`src/rtl/mul_digit_serial.sv`:
```
// Digit-serial unsigned multiplier/accumulator.
// Operand b is consumed two bits per cycle, LSB digit first; each digit's
// partial product (a x digit) is shifted into place and added to a working
// sum. In accumulate mode the working sum starts from the previous result,
// so consecutive products can be summed for convolution MACs.
//
//  state | meaning
//  ------+------------------------------------------------------------
//  IDLE  | ready for an operand pair; clear may zero the result
//  RUN   | one 2-bit digit of b per cycle folded into the working sum
//  DONE  | result presented; held until downstream takes it
module mul_digit_serial #(
   parameter int W     = 8,
   parameter int ACC_W = 2*W+4
)(
   input  logic             clk,
   input  logic             reset,
   input  logic             in_valid,
   output logic             in_ready,
   input  logic [W-1:0]     a,
   input  logic [W-1:0]     b,
   input  logic             acc_mode,
   input  logic             clear,
   output logic             out_valid,
   input  logic             out_ready,
   output logic [ACC_W-1:0] result,
   output logic             busy
);

   localparam int D  = W/2;
   localparam int CW = (D > 1) ? $clog2(D) : 1;
   localparam logic [CW-1:0] K_LAST = CW'(D-1);

   typedef enum logic [1:0] {
      IDLE = 2'd0,
      RUN  = 2'd1,
      DONE = 2'd2
   } state_t;

   state_t           state;
   logic [W-1:0]     a_q;
   logic [W-1:0]     b_q;
   logic [CW-1:0]    k;
   logic [ACC_W-1:0] sum;
   logic [ACC_W-1:0] result_q;

   logic [W-1:0]     b_shift;
   logic [1:0]       digit;
   logic [W+1:0]     pp;
   logic [ACC_W-1:0] pp_shift;
   logic [ACC_W-1:0] sum_next;

   // Partial product of the current digit, aligned to bit 2k, added to the sum.
   always_comb begin
      b_shift  = b_q >> {k, 1'b0};
      digit    = b_shift[1:0];
      pp       = ({2'b00, a_q}      & {(W+2){digit[0]}})
               + ({1'b0, a_q, 1'b0} & {(W+2){digit[1]}});
      pp_shift = ACC_W'(pp) << {k, 1'b0};
      sum_next = sum + pp_shift;
   end

   // Control FSM with operand latches, digit index, working sum and result.
   always_ff @(posedge clk or negedge reset) begin
      if (!reset) begin
         state    <= IDLE;
         a_q      <= '0;
         b_q      <= '0;
         k        <= '0;
         sum      <= '0;
         result_q <= '0;
      end else begin
         case (state)
            IDLE: begin
               if (clear)
                  result_q <= '0;
               if (in_valid) begin
                  a_q   <= a;
                  b_q   <= b;
                  k     <= '0;
                  // A clear in the same cycle wins over accumulation.
                  sum   <= (acc_mode && !clear) ? result_q : '0;
                  state <= RUN;
               end
            end
            RUN: begin
               sum <= sum_next;
               k   <= k + CW'(1);
               if (k == K_LAST) begin
                  result_q <= sum_next;
                  state    <= DONE;
               end
            end
            DONE: begin
               if (out_ready)
                  state <= IDLE;
            end
            default: state <= IDLE;
         endcase
      end
   end

   // Handshake flags are pure state decodes; no input reaches them combinationally.
   always_comb begin
      in_ready  = (state == IDLE);
      out_valid = (state == DONE);
      busy      = (state != IDLE);
      result    = result_q;
   end

endmodule

```
`config.mk`:
```
export PLATFORM = sky130hd
export DESIGN_NAME = mul_digit_serial
export DESIGN_NICKNAME = d
export VERILOG_FILES = /design/src/rtl/mul_digit_serial.sv
export SDC_FILE = /design/constraint.sdc
export NUM_CORES = 1
export LEC_CHECK = 0
export CORE_MARGIN = 10
export CORE_UTILIZATION = 35
export CTS_CLUSTER_DIAMETER = 80
export DETAILED_ROUTE_END_ITERATION = 7
export GPL_TIMING_DRIVEN = 0
export HOLD_SLACK_MARGIN = 0.02
export PLACE_DENSITY_LB_ADDON = 0.15
export RECOVER_POWER = 100
export SYNTH_ARGS = -nofsm -noshare
export SYNTH_HDL_FRONTEND = slang
export SYNTH_SLANG_ARGS = --single-unit
```
`constraint.sdc`:
```
create_clock -name clk -period 6.7 [get_ports clk]
set_input_delay 1.675 -clock clk [delete_from_list [all_inputs] [get_ports clk]]
set_output_delay 1.675 -clock clk [all_outputs]
set_load 0.01 [all_outputs]
```
==> impl_metrics.yaml <==
floorplanning:
  std_cell_rows: 38
  ios: 45
  effective_utilization_at_floorplan: 0.359
  fp.dieW_um: 126
  fp.coreArea_sq_mm: 0.0109
  die_area_sq_mm: 0.0159
  die-height_um: 126
drt:
  post_drt_wl_per_cell_um: 16.6
  number_of_routed_nets_with_antenna_violations: 0
  total_number_of_vias: 3316
  firstDrtPassIters: 5
  detail_route.wirelength_um: 10300
  drc_errors: 0
  drt-initial-drc-count: 142
  via_density: 5.33
global_routing:
  first_global_vias: 3268
  first_pass_grt_wire_length_um: 17400
  pin_count_of_the_biggest_net_entering_global_routing: 61
  grt_usage: 0.131
  grt-ovfl-total: 0
  grt_antenna_before_repair: 0
worst_setup_path:
  critPathArrivalTime_ns: 5.74
  crit_path_start_kind: "flip-flop"
  timing.critical_path.required_ns: 6.96
  criticalPathCategory: "flip-flop to flip-flop"
  critical_path.slowest_cell: "sky130_fd_sc_hd__mux4_2"
  worstPathCellList: "mux4_2 -> and2_0 -> ha_1 -> inv_1 -> fa_1 -> nor2b_1 -> o21ai_0 -> a21boi_0 -> o21a_1 -> o21ai_0 -> a21oi_1 -> mux4_2 -> ha_1 -> clkbuf_1 -> and4_1 -> or3b_1 -> a31o_2 -> o21ai_0 -> xor2_1 -> a22o_1"
  timing.critical_path.fanout_max: 8
  cp_top_family: "compound AO/OA/AOI/OAI gates"
  path_common_cell: "sky130_fd_sc_hd__o21ai_0"
  end_kind: "flip-flop"
  worst_path_largest_cell_delay_ns: 0.63
  worstPathBufferInverterCount: 2
synthesis:
  synthTopCellsByCount: "sky130_fd_sc_hd__dfrtp_1 (60), sky130_fd_sc_hd__nand2_1 (52), sky130_fd_sc_hd__nor2_1 (33), sky130_fd_sc_hd__a21oi_1 (27), sky130_fd_sc_hd__ha_1 (25)"
  cells_after_synthesis: 422
  dominant_cell_by_count_in_the_synthesized_netlist: "sky130_fd_sc_hd__dfrtp_1"
  synth_ff_type: "sky130_fd_sc_hd__dfrtp_1"
  synth_nets: 471
  syn_area_sq_mm: 0.00393
  synth_sequential_area_ratio: 0.382
  number_of_flip_flops_and_latches_in_the_synthesized_netlist: 60
  count_of_cell_types_in_the_netlist: 49
  async_flop_share: 1.00
  synthTopCellsByArea: "sky130_fd_sc_hd__dfrtp_1 (38%), sky130_fd_sc_hd__ha_1 (8.0%), sky130_fd_sc_hd__nand2_1 (5.0%)"
  synth_largest_area_cell: "sky130_fd_sc_hd__dfrtp_1"
  per_instance_average_area_after_synthesis_sq_um: 9.31
  synth_edf_count: 0
  synth.yosys.warnings: 0
  synth_top_cell_area_share: 0.382
placed_design:
  number_of_buffer_cells_added_on_primary_ports: 44
  finalWeightedCongestion: 0.866
  dpl.hpwl_um: 7830
timing:
  max_slew.worst_pin.slew_ns: 3.27
  timing.slew.headroom: -1.18
  timing.final.max_slew_violations: 61
  clock-skew-final_ns: 0.00655
  grt_setup_unrepaired: "false"
  max_freq_mhz: 182
  final.setup.tns_ns: 0
  fin_crit_sh: 0.818
  shortest_clock_period_the_worst_path_allows_after_layout_ns: 5.48
  finalSetupViolCount: 0
  finalHoldViolations: 0
final_layout:
  area.sequential_sq_mm: 0.00150
  post_route_cells_drive_above_1_share: 0.0747
  final_net_count: 526
  layout.filler_cells: 1113
  syn_to_final_growth_pct: 22.8
  finish.utilization: 0.441
  insertedDiodeCount: 0
  multiInputGateArea_sq_mm: 0.00228
run_status:
  outcome: "finished with violations"
  violations_in_the_final_reports: "capacitance limit, slew limit"
clocking:
  cts_hold_buf: 0
  clk_transition_reported_paths_ns: 0.05
  cts-root-buf: "sky130_fd_sc_hd__clkbuf_16"
  htreeDepth: 3
  ctsLongestPathBuffers: 2
  clock-sinks: 60
  post_cts.repair.setup_buffers: 0
  tritoncts: "built"
  clock_buffer_count_from_cts: 9
  post_cts.resized_instances: 0
  clock_insertion_delay_worst_skew_ns: 0.32
flow_run:
  timing.max_cap.violations: 1
min_path:
  min_path_type: "flip-flop to flip-flop"
==> metrics by stage <==
stage	area, sq um	setup slack, ns	hold slack [ns]	instances
after floorplan	3930	1.97	0.456	422
after global placement	4550	1.44	0.486	606
after detailed placement	4540	1.39	0.482	606
after CTS	4850	1.35	0.494	622
after global routing	4830	0.701	0.525	622
final	4830	1.22	0.488	622
==> tightest hold or removal path: cells and delay by family (launching register included) <==
family             cells  cell delay (ns)
and+or+nand+nor        1             0.05
DFF                    1             0.34
AOI/OAI and AO/OA      1             0.06
==> area by class of cell <==
class                   count  share of cell area
plain buffers              20              0.0156
well taps                 140              0.0363
multi-input cells         329               0.473
flip-flops and latches     60               0.311
inverters                  13              0.0101
repair buffers             44              0.0899
clock inverters             4              0.0153
clock buffers              12              0.0490
==> routing by layer <==
layer / vias to the layer above / GRT usage / wire [um]
met5: - / 0 / 0
met4: 0 / 0.0368 / 99
met3: 8 / 0.0256 / 509
met2: 62 / 0.203 / 4830
met1: 1623 / 0.182 / 4880
li1: 1623 / - / -
==> final timing paths <==
| check | startpoint | endpoint | slack, ns | cells after the start |
|---|---|---|---|---|
| hold / removal | sum[8] | sum[8] | 0.49 | 2 |
| min in group asynchronous | reset | state[1] | 2.45 | 1 |
| setup reg to reg | k[0] | result[16] | 1.22 | 20 |
| hold reg to reg | sum[8] | sum[8] | 0.49 | 2 |
| setup / recovery | k[0] | result[16] | 1.22 | 20 |
| max in group asynchronous | reset | a_q[7] | 2.41 | 1 |
==> registers in the layout, indices dropped and copies added, names as in the netlist <==
name    cells
k           2
sum        20
a_q         8
state       2
result     20
b_q         8
==> cells in the final DEF, fill, tap and decap left out, types with 9 or more instances in the layout <==
cell type and instances:
sky130_fd_sc_hd__clkdlybuf4s50_1 17, sky130_fd_sc_hd__mux2_2 14, sky130_fd_sc_hd__xnor2_1 13, sky130_fd_sc_hd__o21ai_0 28
sky130_fd_sc_hd__dlygate4sd3_1 26, sky130_fd_sc_hd__nor2_1 34, sky130_fd_sc_hd__and2_1 14, sky130_fd_sc_hd__nand2_1 52
sky130_fd_sc_hd__clkbuf_16 9, sky130_fd_sc_hd__ha_1 25, sky130_fd_sc_hd__clkbuf_1 21, sky130_fd_sc_hd__a21o_1 13
sky130_fd_sc_hd__a21oi_1 27, sky130_fd_sc_hd__inv_1 13, sky130_fd_sc_hd__dfrtp_1 60
==> cells by family (layout without fill, tap and decap cells) <==
| kind of cell | Yosys count | in the layout | synth area share |
|---|---|---|---|
| simple gates | 135 | 135 | 0.161 |
| compound gates | 117 | 117 | 0.195 |
| flops | 60 | 60 | 0.382 |
| buf+inv | 33 | 93 | 0.0322 |
| mux | 29 | 29 | 0.0926 |
| fa+ha+maj | 27 | 27 | 0.0898 |
| xor+xnor | 21 | 21 | 0.0468 |
Power is not shown: default switching activity piles up to over one toggle a cycle in this logic, so the estimate is an artifact.
